[src/rtl/fractal_sync_pkg.sv]
// rtl/fractal_sync_pkg.sv - shared widths and types for the fractal sync barrier blocks
package fractal_sync_pkg;

    // Width of the back-routing source/destination mask carried by each barrier
    localparam int SD_WIDTH       = 2;
    // Width of the entry index carried on the completion channel
    localparam int DONE_IDX_WIDTH = 2;

    // One completion record: which entry finished and who to route the release to
    typedef struct packed {
        logic [DONE_IDX_WIDTH-1:0] idx;
        logic [SD_WIDTH-1:0]       sd;
    } done_t;

endpackage

[src/rtl/fractal_sync_mp_cnt_rf_if.sv]
// rtl/fractal_sync_mp_cnt_rf_if.sv - completion channel of the multi-port barrier counter
interface fractal_sync_mp_cnt_rf_if #(
    parameter int IDX_WIDTH = 2,
    parameter int SD_WIDTH  = fractal_sync_pkg::SD_WIDTH
);
    logic                 done_valid_o;
    logic                 done_ready_i;
    logic [IDX_WIDTH-1:0] done_idx_o;
    logic [SD_WIDTH-1:0]  done_sd_o;

    modport master (output done_valid_o, output done_idx_o, output done_sd_o, input done_ready_i);
    modport slave  (input done_valid_o, input done_idx_o, input done_sd_o, output done_ready_i);
endinterface

[src/rtl/fractal_sync_cnt_entry.sv]
// rtl/fractal_sync_cnt_entry.sv - state of one barrier entry (count, target, mask, busy/pending)
module fractal_sync_cnt_entry
    import fractal_sync_pkg::*;
#(
    parameter int CNT_WIDTH = 4
) (
    input  logic                 clk_i,
    input  logic                 rst_ni,
    input  logic [CNT_WIDTH:0]   inc_i,      // valid arrivals this cycle
    input  logic [CNT_WIDTH-1:0] tgt_i,      // target in force this cycle
    input  logic [SD_WIDTH-1:0]  sd_i,       // OR of the valid arrivals' masks
    input  logic                 clr_i,      // completion consumed
    output logic                 busy_o,
    output logic                 pending_o,
    output logic [CNT_WIDTH-1:0] target_o,
    output logic [SD_WIDTH-1:0]  sd_o,
    output logic                 over_o      // arrivals overshot the target
);
    logic [CNT_WIDTH-1:0] count_q, count_d;
    logic [CNT_WIDTH-1:0] target_q, target_d;
    logic [SD_WIDTH-1:0]  sd_q, sd_d;
    logic                 busy_q, busy_d;
    logic                 pending_q, pending_d;
    logic [CNT_WIDTH:0]   sum;
    logic                 complete;

    // One bit wider than the counter so an overshoot never wraps back under the target
    assign sum      = {1'b0, count_q} + inc_i;
    assign complete = (inc_i != '0) && (sum >= {1'b0, tgt_i});
    assign over_o   = (inc_i != '0) && (sum >  {1'b0, tgt_i});

    // Next state; a consumed entry never sees arrivals, so clear and count are exclusive
    always_comb begin
        count_d   = count_q;
        target_d  = target_q;
        sd_d      = sd_q;
        busy_d    = busy_q;
        pending_d = pending_q;
        if (clr_i) begin
            pending_d = 1'b0;
            sd_d      = '0;
        end else if (inc_i != '0) begin
            sd_d     = sd_q | sd_i;
            target_d = tgt_i;
            if (complete) begin
                pending_d = 1'b1;
                busy_d    = 1'b0;
                count_d   = '0;
            end else begin
                busy_d  = 1'b1;
                count_d = sum[CNT_WIDTH-1:0];
            end
        end
    end

    // Entry state register
    always_ff @(posedge clk_i or negedge rst_ni) begin
        if (!rst_ni) begin
            count_q   <= '0;
            target_q  <= '0;
            sd_q      <= '0;
            busy_q    <= 1'b0;
            pending_q <= 1'b0;
        end else begin
            count_q   <= count_d;
            target_q  <= target_d;
            sd_q      <= sd_d;
            busy_q    <= busy_d;
            pending_q <= pending_d;
        end
    end

    assign busy_o    = busy_q;
    assign pending_o = pending_q;
    assign target_o  = target_q;
    assign sd_o      = sd_q;
endmodule

[src/rtl/fractal_sync_mp_cnt_rf.sv]
// rtl/fractal_sync_mp_cnt_rf.sv - multi-port barrier counter register file with completion channel
module fractal_sync_mp_cnt_rf
    import fractal_sync_pkg::*;
#(
    parameter int N_REGS    = 4,
    parameter int IDX_WIDTH = 2,
    parameter int N_PORTS   = 2,
    parameter int CNT_WIDTH = 4
) (
    input  logic                 clk_i,
    input  logic                 rst_ni,
    input  logic                 arrive_i [N_PORTS],
    input  logic [IDX_WIDTH-1:0] idx_i    [N_PORTS],
    input  logic [CNT_WIDTH-1:0] target_i [N_PORTS],
    input  logic [SD_WIDTH-1:0]  sd_i     [N_PORTS],
    output logic                 present_o[N_PORTS],
    output logic                 err_o    [N_PORTS],
    fractal_sync_mp_cnt_rf_if.master done_if
);
    localparam int SEL_W = (N_REGS > 1) ? $clog2(N_REGS) : 1;

    if (2 ** IDX_WIDTH < N_REGS) begin : g_idx_check
        $fatal(1, "IDX_WIDTH cannot address N_REGS entries");
    end

    logic                 busy   [N_REGS];
    logic                 pend   [N_REGS];
    logic [CNT_WIDTH-1:0] tq     [N_REGS];
    logic [SD_WIDTH-1:0]  sdq    [N_REGS];
    logic                 over   [N_REGS];
    logic                 clr    [N_REGS];
    logic [CNT_WIDTH:0]   inc    [N_REGS];
    logic [CNT_WIDTH-1:0] tgt    [N_REGS];
    logic [SD_WIDTH-1:0]  sdor   [N_REGS];
    logic [N_PORTS-1:0]   hit    [N_REGS];
    logic [N_PORTS-1:0]   valid  [N_REGS];
    logic [N_PORTS-1:0]   err_q, err_d;
    logic                 lock_q, lock_d;
    logic [IDX_WIDTH-1:0] lock_idx_q, lock_idx_d;
    logic [IDX_WIDTH-1:0] first, sel;
    logic                 found;

    // Port decode: an idle entry adopts the lowest-index candidate's target, later ports must match it
    always_comb begin
        for (int e = 0; e < N_REGS; e++) begin
            tgt[e]   = busy[e] ? tq[e] : '0;
            inc[e]   = '0;
            sdor[e]  = '0;
            hit[e]   = '0;
            valid[e] = '0;
            for (int p = 0; p < N_PORTS; p++) begin
                hit[e][p] = arrive_i[p] && (idx_i[p][SEL_W-1:0] == SEL_W'(e));
                if (hit[e][p] && (target_i[p] != '0) && !pend[e]) begin
                    if (!busy[e] && (tgt[e] == '0)) tgt[e] = target_i[p];
                    if (target_i[p] == tgt[e]) begin
                        valid[e][p] = 1'b1;
                        inc[e]      = inc[e] + (CNT_WIDTH+1)'(1);
                        sdor[e]     = sdor[e] | sd_i[p];
                    end
                end
            end
        end
    end

    // Per-port error: any rejected arrival, plus every port that joined an overshooting entry
    always_comb begin
        for (int p = 0; p < N_PORTS; p++) begin
            err_d[p] = arrive_i[p];
            for (int e = 0; e < N_REGS; e++) begin
                if (valid[e][p]) err_d[p] = 1'b0;
            end
            for (int e = 0; e < N_REGS; e++) begin
                if (hit[e][p] && over[e]) err_d[p] = 1'b1;
            end
        end
    end

    // Occupancy of the entry each port addresses, regardless of whether it arrives
    always_comb begin
        for (int p = 0; p < N_PORTS; p++) begin
            present_o[p] = 1'b0;
            err_o[p]     = err_q[p];
            for (int e = 0; e < N_REGS; e++) begin
                if (idx_i[p][SEL_W-1:0] == SEL_W'(e)) present_o[p] = busy[e] | pend[e];
            end
        end
    end

    // Completion select: lowest pending entry, frozen while the consumer stalls
    always_comb begin
        found = 1'b0;
        first = '0;
        for (int e = 0; e < N_REGS; e++) begin
            if (pend[e] && !found) begin
                found = 1'b1;
                first = IDX_WIDTH'(e);
            end
        end
        sel                  = lock_q ? lock_idx_q : first;
        done_if.done_valid_o = found;
        done_if.done_idx_o   = found ? sel : '0;
        done_if.done_sd_o    = found ? sdq[sel] : '0;
        lock_d               = found && !done_if.done_ready_i;
        lock_idx_d           = sel;
        for (int e = 0; e < N_REGS; e++) begin
            clr[e] = found && done_if.done_ready_i && (sel == IDX_WIDTH'(e));
        end
    end

    // Error flags and completion lock
    always_ff @(posedge clk_i or negedge rst_ni) begin
        if (!rst_ni) begin
            err_q      <= '0;
            lock_q     <= 1'b0;
            lock_idx_q <= '0;
        end else begin
            err_q      <= err_d;
            lock_q     <= lock_d;
            lock_idx_q <= lock_idx_d;
        end
    end

    for (genvar e = 0; e < N_REGS; e++) begin : g_entry
        fractal_sync_cnt_entry #(.CNT_WIDTH(CNT_WIDTH)) u_entry (
            .clk_i     (clk_i),
            .rst_ni    (rst_ni),
            .inc_i     (inc[e]),
            .tgt_i     (tgt[e]),
            .sd_i      (sdor[e]),
            .clr_i     (clr[e]),
            .busy_o    (busy[e]),
            .pending_o (pend[e]),
            .target_o  (tq[e]),
            .sd_o      (sdq[e]),
            .over_o    (over[e])
        );
    end
endmodule

[src/flat_wrapper.sv]
// flat-port wrapper written by rule: the top's interface ports become plain ports
module fractal_sync_mp_cnt_rf_flat import fractal_sync_pkg::*;
#(
    parameter int N_REGS    = 4,
    parameter int IDX_WIDTH = 2,
    parameter int N_PORTS   = 2,
    parameter int CNT_WIDTH = 4
)
  (clk_i, rst_ni, arrive_i, idx_i, target_i, sd_i, present_o, err_o, done_if_done_valid_o, done_if_done_idx_o, done_if_done_sd_o, done_if_done_ready_i);
  fractal_sync_mp_cnt_rf_if #(.IDX_WIDTH(IDX_WIDTH), .SD_WIDTH(2)) done_if_i ();
  input  logic clk_i;
  input  logic rst_ni;
  input  logic arrive_i[N_PORTS];
  input  logic [IDX_WIDTH-1:0] idx_i[N_PORTS];
  input  logic [CNT_WIDTH-1:0] target_i[N_PORTS];
  input  logic [SD_WIDTH-1:0] sd_i[N_PORTS];
  output logic present_o[N_PORTS];
  output logic err_o[N_PORTS];
  output wire logic [$bits(done_if_i.done_valid_o)-1:0] done_if_done_valid_o;
  output wire logic [$bits(done_if_i.done_idx_o)-1:0] done_if_done_idx_o;
  output wire logic [$bits(done_if_i.done_sd_o)-1:0] done_if_done_sd_o;
  input wire logic [$bits(done_if_i.done_ready_i)-1:0] done_if_done_ready_i;
  assign done_if_done_valid_o = done_if_i.done_valid_o;
  assign done_if_done_idx_o = done_if_i.done_idx_o;
  assign done_if_done_sd_o = done_if_i.done_sd_o;
  assign done_if_i.done_ready_i = done_if_done_ready_i;
  fractal_sync_mp_cnt_rf #(.N_REGS(N_REGS), .IDX_WIDTH(IDX_WIDTH), .N_PORTS(N_PORTS), .CNT_WIDTH(CNT_WIDTH)) u_core (.clk_i(clk_i), .rst_ni(rst_ni), .arrive_i(arrive_i), .idx_i(idx_i), .target_i(target_i), .sd_i(sd_i), .present_o(present_o), .err_o(err_o), .done_if(done_if_i));
endmodule
[config.mk]
export PLATFORM = sky130hd
export DESIGN_NAME = fractal_sync_mp_cnt_rf_flat
export DESIGN_NICKNAME = d
export VERILOG_FILES = /design/src/rtl/fractal_sync_pkg.sv /design/src/rtl/fractal_sync_mp_cnt_rf_if.sv /design/src/rtl/fractal_sync_cnt_entry.sv /design/src/rtl/fractal_sync_mp_cnt_rf.sv /design/src/flat_wrapper.sv
export SDC_FILE = /design/constraint.sdc
export NUM_CORES = 1
export LEC_CHECK = 0
export BUFFER_PORTS_ARGS = -buffer_cell sky130_fd_sc_hd__buf_4
export CAP_MARGIN = 40
export CORE_MARGIN = 1
export CORE_UTILIZATION = 55
export DETAILED_ROUTE_END_ITERATION = 16
export PLACE_DENSITY_LB_ADDON = 0.05
export SYNTH_ARGS = -nofsm -noshare
export SYNTH_HDL_FRONTEND = slang
export SYNTH_SLANG_ARGS = --single-unit
[constraint.sdc]
create_clock -name clk_i -period 8.4 [get_ports clk_i]
set_input_delay 0.84 -clock clk_i [delete_from_list [all_inputs] [get_ports clk_i]]
set_output_delay 0.84 -clock clk_i [all_outputs]
set_load 0.02 [all_outputs]
## Yosys cells after proc, flatten, opt, wreduce, memory -nomap -nowiden

Cells that the tools add are included.

- Add/sub/neg operators: 8
- $lt $le $gt $ge: 9
- Equality and inequality tests: 17
- Muxes and demuxes: 141
- Bitwise gates (word level): 17
- Reduce and logical (&&, ||, !) cells: 102

Operators by type and width:

| operator | count |
|---|---|
| 2-to-1 mux 4 bit | 32 |
| 2-to-1 mux 1 bit | 66 |
| 2-to-1 mux 2 bit | 31 |
| logical AND 1 bit | 57 |
| 2-to-1 mux 5 bit | 11 |
| == test 4 bit | 8 |
| logical NOT 4 bit | 8 |
| adder 4 x 5 -> 5 bit | 4 |
| adder 5 x 1 -> 5 bit, second input constant | 4 |
| >= comparator 5 x 4 -> 1 bit | 4 |
| > comparator 5 x 4 -> 1 bit | 4 |
| nonzero test 5 bit | 4 |
| OR 2 bit | 8 |
| AND reduction 2 bit | 8 |
| nonzero test 2 bit | 8 |
| == test 2 bit, second input constant | 6 |
| logical NOT 1 bit | 12 |
| nonzero test 4 bit | 2 |
| == test 2 x 1 -> 1 bit, second input constant | 3 |
| logical NOT 2 bit | 3 |
| binary-select mux 2 bit (select 2 bit) | 1 |
| inverter 1 bit | 4 |
| OR 1 bit | 4 |
| >= comparator 3 bit, second input constant | 1 |
| inverter 2 -> 3 bit | 1 |

- Register bits after elaboration: 53
- Bits of input ports: 21
- Output and inout bits: 9
- Logic and storage cells: 317

## Depth between registers and ports, before layout

- Word-level depth: 21
- Depth in mapped cells: 20
- Gate-level depth less buffers: 19

## Hierarchy

Synthesis repeated with hierarchy kept, for this count alone.

- Cell total of the unflattened synthesis: 575
- Area total of the unflattened synthesis: 4859.7 um^2

By module, submodules not included:

| module | times used | cells an instance | area an instance (um^2) | sequential area each (um^2) |
|---|---|---|---|---|
| fractal_sync_cnt_entry | 4 | 78 | 739.5 | 300.3 |
| fractal_sync_mp_cnt_rf | 1 | 263 | 1901.8 | 125.1 |

## Worst setup path after synthesis

OpenSTA, ideal clock, no wires.

- Path kind: input to register
- From: in arrive_i[1] in the netlist's numbering
- To: reg u_core.err_q[0]
- Library setup time: 0.082 ns
- Arrival time: 4.727 ns
- Data required time: 8.318 ns
- Path slack: 3.591 ns
- Stages: 19
- Path buffers: 1
- Cell sequence: and3b_1 -> buf_2 -> a32o_1 -> xnor2_1 -> a41oi_1 -> inv_1 -> ha_1 -> nand2_1 -> o21ai_0 -> ha_1 -> fa_1 -> xor2_1 -> ha_1 -> nand3_1 -> or2_2 -> a221o_1 -> a2111o_1 -> o41a_1 -> a31oi_1

- Cells in the longest elaborated chain, start to end: 19
- Elaborated cells on any way between the ends: 88
- Classes of those cells: add/sub: 8; order compare: 4; eq/ne: 4; mux: 40; reduce/logical: 32

RTL lines:

| element | RTL line | text |
|---|---|---|
| start: declaration | flat_wrapper.sv:13 | `input logic arrive_i[N_PORTS];` |
| logical AND 1 bit | fractal_sync_mp_cnt_rf.sv:52 | `hit[e][p] = arrive_i[p] && (idx_i[p][SEL_W-1:0] == SEL_W'(e));` |
| logical AND 1 bit (2 in series) | fractal_sync_mp_cnt_rf.sv:53 | `if (hit[e][p] && (target_i[p] != '0) && !pend[e]) begin` |
| 2-to-1 mux 4 bit | fractal_sync_mp_cnt_rf.sv:53 |  |
| logical NOT 4 bit | fractal_sync_mp_cnt_rf.sv:54 | `if (!busy[e] && (tgt[e] == '0)) tgt[e] = target_i[p];` |
| logical AND 1 bit | fractal_sync_mp_cnt_rf.sv:54 |  |
| 2-to-1 mux 4 bit | fractal_sync_mp_cnt_rf.sv:54 |  |
| 2-to-1 mux 4 bit | fractal_sync_mp_cnt_rf.sv:53 |  |
| == test 4 bit | fractal_sync_mp_cnt_rf.sv:55 | `if (target_i[p] == tgt[e]) begin` |
| 2-to-1 mux 5 bit | fractal_sync_mp_cnt_rf.sv:55 |  |
| 2-to-1 mux 5 bit | fractal_sync_mp_cnt_rf.sv:53 |  |
| adder 4 x 5 -> 5 bit | fractal_sync_cnt_entry.sv:28 | `assign sum = {1'b0, count_q} + inc_i;` |
| > comparator 5 x 4 -> 1 bit | fractal_sync_cnt_entry.sv:30 | `assign over_o = (inc_i != '0) && (sum > {1'b0, tgt_i});` |
| logical AND 1 bit | fractal_sync_cnt_entry.sv:30 |  |
| logical AND 1 bit | fractal_sync_mp_cnt_rf.sv:73 | `if (hit[e][p] && over[e]) err_d[p] = 1'b1;` |
| 2-to-1 mux 1 bit (3 in series) | fractal_sync_mp_cnt_rf.sv:73 |  |
| 2-to-1 mux 1 bit * | fractal_sync_mp_cnt_rf.sv:73 |  |
| net u_core.err_d[0] | fractal_sync_mp_cnt_rf.sv:37 | `logic [N_PORTS-1:0] err_q, err_d;` |
| end signal: assignment | fractal_sync_mp_cnt_rf.sv:117 | `err_q <= err_d;` |
| end: declaration | fractal_sync_mp_cnt_rf.sv:37 |  |

Mark *: on every way through the listed nets, which the timed path passes. The rest lies on a longest branch. The select of a mux whose other input is x is not followed.
A chain may end at the register's enable or synchronous reset.

## Worst setup path in the final report

- From: in idx_i[3] in the netlist's numbering
- To: reg u_core.err_q[0]

- Cells in the longest elaborated chain, start to end: 20
- Elaborated cells on any way between the ends: 92
- Classes of those cells: add/sub: 8; order compare: 4; eq/ne: 7; mux: 40; reduce/logical: 33

RTL lines:

| element | RTL line | text |
|---|---|---|
| start: declaration | flat_wrapper.sv:14 | `input logic [IDX_WIDTH-1:0] idx_i[N_PORTS];` |
| logical NOT 2 bit | fractal_sync_mp_cnt_rf.sv:52 |  |
| logical AND 1 bit | fractal_sync_mp_cnt_rf.sv:52 |  |
| logical AND 1 bit (2 in series) | fractal_sync_mp_cnt_rf.sv:53 |  |
| 2-to-1 mux 4 bit | fractal_sync_mp_cnt_rf.sv:53 |  |
| logical NOT 4 bit | fractal_sync_mp_cnt_rf.sv:54 |  |
| logical AND 1 bit | fractal_sync_mp_cnt_rf.sv:54 |  |
| 2-to-1 mux 4 bit | fractal_sync_mp_cnt_rf.sv:54 |  |
| 2-to-1 mux 4 bit | fractal_sync_mp_cnt_rf.sv:53 |  |
| (+2 left out) | -- |  |
| 2-to-1 mux 5 bit | fractal_sync_mp_cnt_rf.sv:53 |  |
| adder 4 x 5 -> 5 bit | fractal_sync_cnt_entry.sv:28 |  |
| > comparator 5 x 4 -> 1 bit | fractal_sync_cnt_entry.sv:30 |  |
| logical AND 1 bit | fractal_sync_cnt_entry.sv:30 |  |
| logical AND 1 bit | fractal_sync_mp_cnt_rf.sv:73 |  |
| 2-to-1 mux 1 bit (3 in series) | fractal_sync_mp_cnt_rf.sv:73 |  |
| 2-to-1 mux 1 bit * | fractal_sync_mp_cnt_rf.sv:73 |  |
| net u_core.err_d[0] | fractal_sync_mp_cnt_rf.sv:37 |  |

Marked as above.

==> impl_metrics.tcl <==
set metrics [dict create \
    yosys.area.top_type_share_pct 27.63 \
    ys_seq_area_share_pct 27.63 \
    layout_worst_path_cycle_share_pct 60.79 \
    coreArea_um2 8341 \
    die_area_um2 9107 \
    vdd_drop_max_v 0.0001463 \
    p_clk_share_pct 13.4 \
    clock_latency_ps 320 \
    post_drt_via_cell_ratio 6.466 \
    worstHoldPathType "reg2reg" \
    ant_nets 0 \
    synth_top_family_by_area "compound AO/OA/AOI/OAI gates" \
    drt-pass1-iter-count 5 \
    grt_max_degree 54 \
    syn_inst 557 \
    total_power_mw 1.366 \
    drcViolationCount 0 \
    internal_power_uw 722.6 \
    cts_tree "yes" \
    synth_compound_area_share_pct 24.78 \
    netlist_area_um2 4801 \
    gpl.final_weighted_congestion 0.9420 \
    crit_path_end_kind "flop" \
    die-height_um 95.43 \
    antennaDiodeCount 0 \
    setup_violations 0 \
    async_flop_share_pct 100.0 \
    power_frac_comb_pct 53.8 \
    critPathRequiredTime_ps 8650 \
    overflow 0 \
    power.switching_uw 643.8 \
    grt_pass1_wl_mm 20.90 \
    max_cap_viol_count 0 \
    synth_top_area_cell "dfrtp_1" \
    rows 33 \
    dp_hpwl_mm 9.594 \
    synthSimpleGateAreaFrac_pct 23.69 \
    synth_nets 610 \
    worstPathMaxFanout 16 \
    numCtsBuffers 5 \
    final.min_clock_period_ps 5107 \
    criticalPathCategory "in2reg" \
    hold_buffers 0 \
    leakage_nw 2.288 \
    synthAdderAreaFrac_pct 8.965 \
    outcome "complete, no violations" \
    ys_types 90 \
    htree_num_levels 2 \
    final_nets 619 \
    grt_usage_pct 29.93 \
    fin_skew_ps 16.96 \
    die_w_um 95.43 \
    synth-xor-area-share_pct 6.203 \
    synth.yosys.warnings 0 \
    cts-root-buf "clkbuf_8" \
    worst_setup_path_start_kind "input port" \
    grt_pass1_vias 4162 \
    seqPwrFrac_pct 32.8 \
    hold_viol 0 \
    synth.area.top_cells "dfrtp_1 (28%), ha_1 (7.3%), nand2_1 (5.2%), xnor2_1 (4.4%), o21ai_0 (2.5%)" \
    relSlewSlack_pct 50.82 \
    setup_tns_ps 0 \
    swShare_pct 47.12 \
    routedWlPerCell_um 19.25 \
    drt_first_iter_violations 266 \
    io_pins 30 \
    drive_above_1_share_pct 13.58 \
    num_vias 4345 \
    area_growth_syn_to_layout_pct 6.698 \
    synth-edff-count 0 \
    drv_slew 0 \
    cts.path.max_buffers 2 \
    drt-total-wl_mm 12.94 \
    syn_avg_cell_area_um2 8.619 \
    start_util_pct 57.56 \
    postCtsSetupRepairBufs 0 \
    crit_arrival_ps 5350 \
    numClockSinks 53 \
    antenna_found_initial 0 \
    synthMuxAreaShare_pct 2.789 \
    portBuffers 29 \
    ys.flop_type "dfrtp_1" \
    cts_resized 0 \
    rsz0062_at_grt "false" \
    max_freq_mhz 195.8 \
    worst_pin_slew_ps 728.5 \
    synth_most_common_cell "nand2_1" \
    synth-seq-cells 53 \
    synth_top_cells_by_count "nand2_1 (66), dfrtp_1 (53), inv_1 (30)" \
    fillers 724 \
    clk_pin_slew_worst_paths_ps 110 \
    power_density_nw_per_um2 266.8 \
]
## area by class of cell
cell class	count	area, um2	area share (%)
timing repair buffer	32	240.2	4.690
clock inverter	2	38.79	0.7572
inverter	33	123.9	2.418
clock buffer	6	72.57	1.417
sequential	53	1326	25.89
multi-input combinational	441	3189	62.26
tap	105	131.4	2.565
## kinds of logic after synthesis
logic type,after synthesis
AND/OR/NAND/NOR,205
AO/OA/AOI/OAI,161
buffers and inverters,63
flip-flops,53
XOR/XNOR,34
adder cells (fa/ha/maj),32
multiplexers,9
## stage by stage
stage	worst slack [ps]	instance area [um2]	hold slack, ps	std cells	util, %
2_1_floorplan	3591	4801	445.3	557	-
3_5_place_dp	3010	5011	467.1	664	60.08
5_1_grt	3010	5122	536.9	672	61.42
6_report	3293	5122	489.6	672	61.42
4_1_cts	3336	5122	491.6	672	61.42
3_3_place_gp	3128	5011	461.6	664	60.08
## power by group through the flow
stage / Sequential (mW) / Combinational, mW / Clock [mW]
4_1_cts: 0.445 / 0.730 / 0.187
2_1_floorplan: 0.392 / 0.583 / 0
5_1_grt: 0.459 / 0.811 / 0.196
3_3_place_gp: 0.446 / 0.708 / 0
6_report: 0.448 / 0.735 / 0.183
3_5_place_dp: 0.449 / 0.727 / 0
## sequential cells by signal (all words and copies together) (netlist names)
name                              flops
u_core.g_entry.u_entry.target_o      16
u_core.g_entry.u_entry.sd_o           8
u_core.lock_idx_q                     2
u_core.g_entry.u_entry.count_q       16
u_core.err_q                          2
u_core.g_entry.u_entry.busy_o         4
u_core.lock_q                         1
u_core.g_entry.u_entry.pending_o      4
## final timing paths
kind	startpoint	endpoint	slack, ps	depth (start not counted)
min	u_core.g_entry[1].u_entry.count_q[0]$_DFFE_PN0P_	u_core.g_entry[1].u_entry.count_q[0]$_DFFE_PN0P_	490	2
max in group asynchronous	rst_ni	u_core.g_entry[3].u_entry.count_q[3]$_DFFE_PN0P_	7370	1
min reg2reg	u_core.g_entry[1].u_entry.count_q[0]$_DFFE_PN0P_	u_core.g_entry[1].u_entry.count_q[0]$_DFFE_PN0P_	490	2
max reg2reg	u_core.g_entry[1].u_entry.pending_o$_DFFE_PN0P_	u_core.err_q[0]$_DFF_PN0_	3490	18
min in group asynchronous	rst_ni	u_core.err_q[0]$_DFF_PN0_	570	1
max	idx_i[3]	u_core.err_q[0]$_DFF_PN0_	3290	19
## cell usage in the layout (no fill, tap or decap), drive strengths merged, types with 4 or more instances in the layout
cell    Yosys  final
xnor2      24     24
inv        33     33
o31ai       7      7
nor4        6      6
and2       12     12
a21oi      21     21
ha         28     28
clkbuf     10      6
nand2b      5      5
nand3      23     23
o311ai      5      5
a31oi       7      7
mux2        5      5
fa          4      4
nand4      11     11
a32o        4      4
o21a        5      5
nand2      66     66
o21ai      36     36
a32oi       9      9
dfrtp      53     53
and3        7      7
a221o       5      5
buf        20     32
a21boi      5      5
nor2       29     29
xor2       10     10
nor2b      12     12
a21o       11     11
a211oi     10     10
o41ai       4      4
nor3        9      9
## critical path: stages
cell and delay [ps]:
buf_4 190, and3b_1 280, a32o_1 340, xnor2_1 140, a41oi_1 390, inv_1 90
ha_1 320, nand2_1 60, o21ai_0 100, ha_1 230, fa_1 430, xor2_1 190
ha_1 290, nand3_1 110, or2_2 280, a221o_1 390, a2111o_1 410, o41a_1 130
a31oi_1 150
## layer usage
layer / global-route usage, % / share of wire (%) / wire, um / vias to the layer above
li1: - / - / - / 2085
met1: 39.21 / 45 / 5876 / 2119
met2: 50.54 / 48 / 6261 / 123
met3: 3.987 / 4.2 / 548 / 18
met4: 10.32 / 1.9 / 252 / 0
met5: 0 / 0 / 0 / -
Power figures use the tool's default switching activity.
